File: src/rtl/wb_pkg.sv
// Shared definitions for the Wishbone bus-ownership scheduler.
package wb_pkg;

    localparam int WB_MAX_MASTERS = 8;

    typedef enum logic [1:0] {
        GS_IDLE = 2'd0,
        GS_OWN  = 2'd1,
        GS_REL  = 2'd2,
        GS_TERM = 2'd3
    } gs_state_e;

endpackage

File: src/rtl/wb_rr_pick.sv
// Combinational masked priority encoder: round-robin search from ptr with wrap,
// or fixed priority (lowest index) when mode=1.
module wb_rr_pick #(
    parameter int NM = 2,
    parameter int IW = 1
) (
    input  logic [NM-1:0] req,
    input  logic [IW-1:0] ptr,
    input  logic          mode,
    output logic [NM-1:0] onehot,
    output logic [IW-1:0] idx
);

    always_comb begin
        int  j;
        logic found;
        j      = 0;
        found  = 1'b0;
        onehot = '0;
        idx    = '0;
        for (int i = 0; i < NM; i++) begin
            j = mode ? i : (int'(ptr) + i) % NM;
            if (!found && req[j]) begin
                found     = 1'b1;
                onehot[j] = 1'b1;
                idx       = IW'(j);
            end
        end
    end

endmodule

File: src/rtl/wb_grant_sched.sv
// Wishbone bus-ownership scheduler: round-robin / fixed-priority grant held for a whole cycle.
// Optional hung-cycle watchdog enabled with macro WB_GRANT_WATCHDOG_EN.
module wb_grant_sched
    import wb_pkg::*;
#(
    parameter int NM     = 2,
    parameter int IW     = (NM > 1) ? $clog2(NM) : 1,
    parameter int TO_CYC = 255
) (
    input  logic          i_clk,
    input  logic          i_rst,
    input  logic          i_mode,
    input  logic [NM-1:0] i_cyc,
    input  logic [NM-1:0] i_stb,
    input  logic          i_ack,
    input  logic          i_err,
    input  logic          i_rty,
    output logic [NM-1:0] o_grant,
    output logic [IW-1:0] o_gidx,
    output logic          o_busy,
    output logic [NM-1:0] o_to_err
);

    gs_state_e     state;
    logic [IW-1:0] rr_ptr;
    logic [NM-1:0] pick_onehot;
    logic [IW-1:0] pick_idx;
    logic [IW-1:0] next_ptr;
    logic          owner_cyc;

    wb_rr_pick #(
        .NM(NM),
        .IW(IW)
    ) u_pick (
        .req   (i_cyc),
        .ptr   (rr_ptr),
        .mode  (i_mode),
        .onehot(pick_onehot),
        .idx   (pick_idx)
    );

    assign next_ptr  = (pick_idx == IW'(NM - 1)) ? '0 : pick_idx + 1'b1;
    assign owner_cyc = i_cyc[o_gidx];

`ifdef WB_GRANT_WATCHDOG_EN
    localparam logic [15:0] TO_LIM = 16'(TO_CYC);

    logic [15:0] wd_cnt;
    logic        wd_fire;

    // Counts consecutive stalled strobe cycles of the current owner.
    always_ff @(posedge i_clk or negedge i_rst) begin
        if (!i_rst) begin
            wd_cnt <= '0;
        end else if (state != GS_OWN || i_ack || i_err || i_rty || !i_stb[o_gidx]) begin
            wd_cnt <= '0;
        end else if (wd_cnt < TO_LIM) begin
            wd_cnt <= wd_cnt + 16'd1;
        end
    end

    assign wd_fire = (wd_cnt == TO_LIM);
`else
    logic unused_wd;
    assign unused_wd = ^{i_stb, i_ack, i_err, i_rty};
`endif

    always_ff @(posedge i_clk or negedge i_rst) begin
        if (!i_rst) begin
            state    <= GS_IDLE;
            o_grant  <= '0;
            o_gidx   <= '0;
            o_busy   <= 1'b0;
            o_to_err <= '0;
            rr_ptr   <= '0;
        end else begin
            o_to_err <= '0;
            case (state)
                // REL is the single dead cycle; its closing edge is also an arbitration point,
                // so consecutive owners are separated by exactly one grant-free cycle.
                GS_IDLE, GS_REL: begin
                    if (|i_cyc) begin
                        state   <= GS_OWN;
                        o_grant <= pick_onehot;
                        o_gidx  <= pick_idx;
                        o_busy  <= 1'b1;
                        rr_ptr  <= next_ptr;
                    end else begin
                        state <= GS_IDLE;
                    end
                end
                GS_OWN: begin
                    if (!owner_cyc) begin
                        state   <= GS_REL;
                        o_grant <= '0;
                        o_busy  <= 1'b0;
                    end
`ifdef WB_GRANT_WATCHDOG_EN
                    else if (wd_fire) begin
                        state    <= GS_TERM;
                        o_to_err <= o_grant;
                    end
`endif
                end
`ifdef WB_GRANT_WATCHDOG_EN
                GS_TERM: begin
                    if (!owner_cyc) begin
                        state   <= GS_REL;
                        o_grant <= '0;
                        o_busy  <= 1'b0;
                    end
                end
`endif
                default: begin
                    state   <= GS_IDLE;
                    o_grant <= '0;
                    o_busy  <= 1'b0;
                end
            endcase
        end
    end

endmodule

File: config.mk
export PLATFORM = sky130hd
export DESIGN_NAME = wb_grant_sched
export DESIGN_NICKNAME = d
export VERILOG_FILES = /design/src/rtl/wb_pkg.sv /design/src/rtl/wb_rr_pick.sv /design/src/rtl/wb_grant_sched.sv
export SDC_FILE = /design/constraint.sdc
export NUM_CORES = 1
export LEC_CHECK = 0
export ABC_CLOCK_PERIOD_IN_PS = 1000
export CORE_AREA = 2 2 39 41
export DETAILED_ROUTE_END_ITERATION = 16
export DIE_AREA = 0 0 41 43
export PLACE_DENSITY_LB_ADDON = 0.2
export SLEW_MARGIN = 20
export SYNTH_ARGS = -nofsm -noshare
export SYNTH_HDL_FRONTEND = slang
export SYNTH_SLANG_ARGS = --single-unit
export TNS_END_PERCENT = 30
File: constraint.sdc
create_clock -name i_clk -period 1 [get_ports i_clk]
set_input_delay 0.2 -clock i_clk [delete_from_list [all_inputs] [get_ports i_clk]]
set_output_delay 0.2 -clock i_clk [all_outputs]
set_load 0.005 [all_outputs]
==> metrics list, run 1 <==
- Number of distinct library cell variants in the gate-level netlist after synthesis: 22
* Violations in the final reports: setup timing
- Counting the fill cells in the layout gives 149.
- Count of port buffers added during placement: 8
- Across all register-to-register paths, the minimum setup slack is -0.1 ns.
* Total global-route track usage: 13.29%
- Row generation in the floorplan step produced 14 rows.
- In this run, synthesis inferred 0 flip-flops with an integrated enable.
- The number of max-slew violations in the final report is 0.
* Arr. time, crit path: 1.28 ns
- TritonCTS built the clock tree.
- Global route overflow: 0
- STA classifies the critical path endpoint as a register.
- Walking the worst path, the cells encountered are buf_6 > mux2i_2 > nor3b_2 > o2bb2ai_1.
- Register area share after synthesis: 48.95%
- Utilization after layout: 36.53%
- Largest net degree at the start of global routing: 8
- The share of total power dissipated in combinational logic is 46.1%.
- The first detailed-routing pass ran for 3 iterations.
- RSZ-0062 raised after global routing: yes
- Routability-driven placement finished with a final weighted congestion of 0.6795.
- On the worst path, the slowest cell contributes a delay of 0.38 ns.
* H-tree lvl count: 1
- Final hold violations: 0
- For this design the total switching power over the nets is 504.2 uW.
- Summing all multi-input logic gate instances after layout gives 166.4 um^2.
* Final critical delay including setup and external delays: 1.097 ns
- The worst register-to-register path begins at o_gidx.
- Counting flops with an async set or reset pin after synthesis yields a share of 100.0%.
* Horizontal die dimension: 41 um
- Measured along the y axis, the die boundary spans 43 um.
* Slowest CP cell: sky130_fd_sc_hd__dfrtp_1
- Number of violations of the max-capacitance limit: 0
- Synthesis produced 35 cells.
* Count of yosys warnings during synthesis: 0
* # IOs: 16
- The number of global-route vias before repair was 327.
- Between clock sinks in the finished design, the worst skew comes to 0.007165 ns.
- Reg area: 175.2 um^2
- 0 antenna diodes ended up in the layout.
- For this run, design rule violations remaining after detail routing come to 0.
* Non-filler cells, final: 67
- The analysis attributes to cell leakage a power of 0.2552 nW.
* Category of the most critical setup path: register to register
- The worst setup path is launched from a register.
* Number of vias in the routed layout: 304
- The detail route stage leaves a number of antenna-violating nets equal to 0.
- The number of clock buffers added by TritonCTS is 3.
- Cell internal power was estimated by the tool at 972.5 uW.
* Post-synth design cell area: 357.8 um^2
- After routing the design area is 505.5 um^2.
- Number of antenna violations at the first check in global routing: 0
* Most frequently used flop master after synthesis: sky130_fd_sc_hd__dfrtp_1
- Relative to the synthesized area, the layout overhead comes to 41.26%.
- Of all nets on the critical path, the largest fanout is 3.
- Setup violations remaining at the end of the flow were counted as 5.
* Post-DP HPWL: 689.4 um
- The clock net in this run drives a total of 7 sinks.
- Core footprint: 1384 um^2
- Wire length of the first global-routing pass: 1421 um
* Clock-pin slew reported for the worst setup and hold paths after clock tree synthesis: 0.05 ns
* Max IR drop VDD: 841.7 uV
- Latest clock arrival within the worst-skew pair: 0.25 ns
- The design draws 1.477 mW.
- Worst Hold Margin: 0.2052 ns
- The die covers 1763 um^2.
* Clock root buffer master: sky130_fd_sc_hd__clkbuf_4
- F_max: 0.9113 GHz
* Power share of the clock group: 17.4%
- Once placement completed, the tool counted placed cells totaling 62.
- FF-to-FF End: o_grant[0]
* Register share of total power: 36.5%
* Required time worst endpoint: 1.18 ns
- Synthesized flop and latch total: 7
- Iter 0 DRT Violations: 1
- In this run the cell area measured after placement is 479.2 um^2.
* Effective utilization at floorplan: 25.86%
- After synthesis, the mean cell area works out to 10.22 um^2.
- Dividing the detail-routed wire length by the instance count gives 12.94 um.
* Power per standard cell area: 2921 nW/um^2
- Most common cell after layout, fill and taps aside: sky130_fd_sc_hd__dfrtp_1
- Minimum setup slack in the final design: -0.09728 ns
* Result of the run: complete, but fails checks
* Hold Crit Class: input pin to asynchronous set/reset pin
* Switching portion of total power: 34.14%
- After the last flow step, the layout net total stands at 62.
- The final layout contains routed wiring with a total length of 867 um.
- Vias per cell: 4.537
- Dividing the final minimum period by the clock period gives 109.7%.
* Most frequent cells in the layout: 7 x sky130_fd_sc_hd__dfrtp_1, 5 x sky130_fd_sc_hd__buf_4, 3 x sky130_fd_sc_hd__clkbuf_4, 3 x sky130_fd_sc_hd__dlygate4sd2_1
- Share of cells above drive strength 1: 31.37%
- Clock tree buffer depth: 2
- Measured in cells, the most critical reg-to-reg path has a length of 4.
[area by class of cell]
type | count | area share (%)
Inverter | 2 | 1.485
Clock buffer | 4 | 5.198
Sequential cell | 7 | 34.65
Tap cell | 16 | 3.960
Timing Repair Buffer | 14 | 21.78
Multi-Input combinational cell | 24 | 32.92
[power by group through the flow]
stage	combinational (mW)	sequential [mW]	clock, mW
floorplan	0.301	0.527	0
global placement	0.644	0.542	0
detailed placement	0.679	0.545	0
CTS	0.684	0.534	0.267
global route	0.736	0.564	0.290
finish	0.681	0.538	0.258
[how the worst max path moves through the flow]
stage	from	end	slack [ns]	cells past startpoint
finish	o_gidx	o_grant[0]	-0.1	4
global route	o_gidx	o_grant[0]	-0.15	4
CTS	o_gidx	o_grant[0]	-0.09	4
detailed placement	i_cyc[1]	o_grant[0]	-0.40	4
floorplan	o_gidx	o_busy	-0.003	3
global placement	i_cyc[1]	o_busy	-0.36	4
[cell usage after synthesis, types with 2 or more instances]
| cell type | count | area share [%] |
|---|---|---|
| sky130_fd_sc_hd__buf_4 | 2 | 4.2 |
| sky130_fd_sc_hd__o21ai_1 | 2 | 2.8 |
| sky130_fd_sc_hd__a21oi_1 | 2 | 2.8 |
| sky130_fd_sc_hd__o2bb2ai_1 | 2 | 4.9 |
| sky130_fd_sc_hd__dfrtp_1 | 7 | 49 |
| sky130_fd_sc_hd__inv_1 | 2 | 2.1 |
| sky130_fd_sc_hd__a21o_1 | 2 | 4.2 |
| sky130_fd_sc_hd__nand2_1 | 2 | 2.1 |
[sequential cells by signal, indices dropped and copies added, names as in the netlist]
register / flops
o_busy: 1
o_grant: 2
rr_ptr: 1
state: 2
o_gidx: 1
[kinds of logic after synthesis]
kind of cell    share of synthesized area, %
mux                                    2.797
other cells                            1.048
simple gates                           16.43
flops                                  48.95
compound gates                         23.08
buf+inv                                7.691
[per-stage QoR]
stage,setup slack (ns),setup TNS (ns)
3_3_place_gp,-0.3566,-1.950
2_1_floorplan,-0.002835,-0.005671
4_1_cts,-0.08923,-0.4783
3_5_place_dp,-0.4000,-2.272
5_1_grt,-0.1493,-0.6504
6_report,-0.09728,-0.4006
[critical path: cells and delay by family (launching register included)]
kind	cells	cell delay, ns
AND/OR/NAND/NOR	1	0.24
buffers and inverters	1	0.12
AO/OA/AOI/OAI	1	0.14
multiplexers	1	0.15
flip-flops	1	0.38
[timing repair]
item,CTS,global route
pin swaps,2,1
endpoints found under the hold margin,0,0
cloned,0,0
hold buffers,0,0
resized for setup,13,4
endpoints found under the setup margin,9,8
setup buffers,1,0
[layer usage]
metal | wire length (um) | GRT usage [%]
met4 | 38 | 14.00
met1 | 376 | 14.62
met2 | 419 | 18.44
met5 | 0 | 0
met3 | 33 | 3.665
Power figures use the tool's default switching activity.
==> inputs of run 2 (changes only) <==
Settings changed: CAP_MARGIN set to 0, REMOVE_ABC_BUFFERS set to 1.
==> run 2 against run 1 <==
The run still ends with setup timing left. Clock-buffer cell count did not move. Worst hold slack got worse by 0.0028 ns. First-iteration DRC count increased to 4.0 times the previous value. Non-clock buffer count rose by 2. Critical path type unchanged. Critical endpoint unchanged.
==> metrics list, run 2 (synthesis gave the netlist of run 1 again) <==
* Cell area after placement: 494.2 um^2
- Largest net degree at the start of global routing: 8
* Final routed wire length divided by cell count: 10.97 um
- The initial antenna violation count is 0.
- In this run the worst hold path is classified as input pin to asynchronous set/reset pin.
* Worst Hold Margin: 0.2024 ns
- Most heavily used metal layer in global routing: met2
- Max-cap violations in this run came to 0.
- The analysis attributes to cell leakage a power of 0.2638 nW.
- Vias in the first global route: 303
- Met2 global-route usage: 16.88%
- Setup violations remaining at the end of the flow were counted as 5.
- Vias per cell: 4.406
* Global route overflow: 0
- Count of port buffers added during placement: 8
- Latest clock arrival within the worst-skew pair: 0.26 ns
- Summed over all nets, the switching power comes to 468.0 uW.
- Arr. time, crit path: 1.29 ns
- From left edge to right edge, the die measures 41 um.
- For this run, the total global-route usage over all layers was measured as 11.40%.
- Cts bufs inserted: 3
* Number of iterations in the first detailed-routing pass: 3
- Sort of element at the start of the critical path: register
- The detail route stage leaves a number of antenna-violating nets equal to 0.
- Clock tree buffer depth: 2
- Power per standard cell area: 2814 nW/um^2
- The cell sitting at the root of the clock tree is a sky130_fd_sc_hd__clkbuf_4.
- Wirelength, routed: 757 um
- In this run switching power makes up 32.58% of total power.
* Required time worst endpoint: 1.18 ns
- In this run the standard cell core region covers 1384 um^2.
- GR Layer Usage met3: 4.712%
- The checks that failed: setup timing.
- STA classifies the critical path endpoint as a register.
- At the placement stage, the worst setup path has a slack of -0.4246 ns.
- Most frequent cells in the layout: 8 x sky130_fd_sc_hd__buf_4, 7 x sky130_fd_sc_hd__dfrtp_1, 3 x sky130_fd_sc_hd__clkbuf_4, 3 x sky130_fd_sc_hd__clkdlybuf4s50_1
* H-tree lvl count: 1
- The floorplan step set the die height to 43 um.
- Setup repair after global routing could not meet its margin everywhere.
- Sequential cells account for 36.5% of the total power.
- Cell internal power was estimated by the tool at 968.3 uW.
- The area growth from synthesis to layout is 42.66%.
* Number of sinks handled by clock tree synthesis: 7
* Part of the total power dissipated in combinational logic: 45.1%
- Result of the run: complete, but fails checks
- Wire length of the first global-routing pass: 1255 um
- The largest registers in the layout are o_grant: 2 flops, state: 2 flops.
* Utilization after layout: 36.89%
- After clock tree synthesis, the clock-pin slew on the worst setup and hold paths is 0.05 ns.
* Final cell area excluding filler cells: 510.5 um^2
- Inserted Diodes: 0
- F_max: 0.8975 GHz
- At the end of routability-driven placement, the weighted congestion stood at 0.7321.
* Minimum setup slack in the final design: -0.1142 ns
* Iter 0 DRT Violations: 4
- The share of total power dissipated in the clock network is 18.4%.
- Share of cells above drive strength 1: 28.30%
* Number of vias in the routed layout: 304
- Final critical delay including setup and external delays: 1.114 ns
- Across the VDD grid, the largest voltage drop is 880.8 uV.
* Grt met1 use: 11.44%
- Of all nets on the critical path, the largest fanout is 3.
- Count of hold buffers inserted by post-cts repair: 0
* Most common cell after layout, fill and taps aside: sky130_fd_sc_hd__buf_4
- Final worst-path cycle share: 111.4%
* Fill cell count: 136
* Effective utilization at floorplan: 25.86%
- Post-DP HPWL: 587.7 um
- DRC: 0
- Slew Limit Fails: 0
- In this run the core area contains 14 standard-cell rows.
- Final hold violations: 0
- Register-to-Register Path Depth: 4
- The die covers 1763 um^2.
- Setup Skew: 0.003697 ns
* # IOs: 16
- TritonCTS built the clock tree.
- The worst setup path is of the register to register kind.
* Final net count: 64
-- run 2: cell count changes in the layout (fill, tap and decap cells not counted) --
cell	before	now
sky130_fd_sc_hd__mux2i_1	0	1
sky130_fd_sc_hd__o21ai_2	1	0
sky130_fd_sc_hd__o21ai_1	1	2
sky130_fd_sc_hd__inv_1	1	2
sky130_fd_sc_hd__clkdlybuf4s50_1	2	3
sky130_fd_sc_hd__inv_2	1	0
sky130_fd_sc_hd__mux2i_2	1	0
sky130_fd_sc_hd__buf_6	1	0
sky130_fd_sc_hd__dlygate4sd2_1	3	2
sky130_fd_sc_hd__buf_4	5	8
-- run 2: worst paths after layout --
path	startpoint	end	slack, ns
max	o_gidx	o_grant[0]	-0.11
min	i_rst	state[0]	0.20
max reg2reg	o_gidx	o_grant[0]	-0.11
min reg2reg	rr_ptr	rr_ptr	0.56
max in group asynchronous	i_rst	o_busy	0.55
min in group i_clk	i_cyc[1]	state[0]	0.46
-- run 2: timing repair --
item	4_1_cts	5_1_grt
setup endpoints to repair	7	8
buffers inserted	1	0
resized for setup	10	2
-- run 2: area by class of cell --
class	count	area (um^2)	area share [%]
repair buffers	16	122.6	24.02
flip-flops and latches	7	175.2	34.31
clock buffers	4	26.28	5.147
multi-input cells	24	158.9	31.13
well taps	16	20.02	3.922
inverters	2	7.507	1.471
-- run 2: power by group through the flow --
stage                     combinational [mW]  sequential [mW]  clock, mW
final                                  0.648            0.524      0.264
after global routing                   0.726            0.546      0.305
after CTS                              0.676            0.525      0.278
after detailed placement               0.686            0.544          0
after global placement                 0.682            0.537          0
after floorplan                        0.251            0.556          0
-- run 2: worst max-delay path: stages, from the launching register on --
cell,delay (ns)
sky130_fd_sc_hd__dfrtp_1,0.37
sky130_fd_sc_hd__buf_4,0.14
sky130_fd_sc_hd__mux2i_1,0.14
sky130_fd_sc_hd__nor3b_2,0.24
sky130_fd_sc_hd__o2bb2ai_1,0.15
-- run 2: through the flow --
| step | power (mW) | setup TNS (ns) | std cells |
|---|---|---|---|
| global placement | 1.219 | -2.035 | 64 |
| CTS | 1.480 | -0.5601 | 69 |
| floorplan | 0.8076 | -0.005671 | 33 |
| detailed placement | 1.230 | -2.279 | 64 |
| global route | 1.576 | -0.7860 | 69 |
| finish | 1.436 | -0.4816 | 69 |
-- run 2: per-layer routing --
layer / part of all wire [%] / routed length [um] / up-vias
li1: - / - / 153
met1: 41 / 314 / 140
met4: 3.4 / 26 / 0
met5: 0 / 0 / -
met3: 6.1 / 46 / 3
met2: 49 / 370 / 8
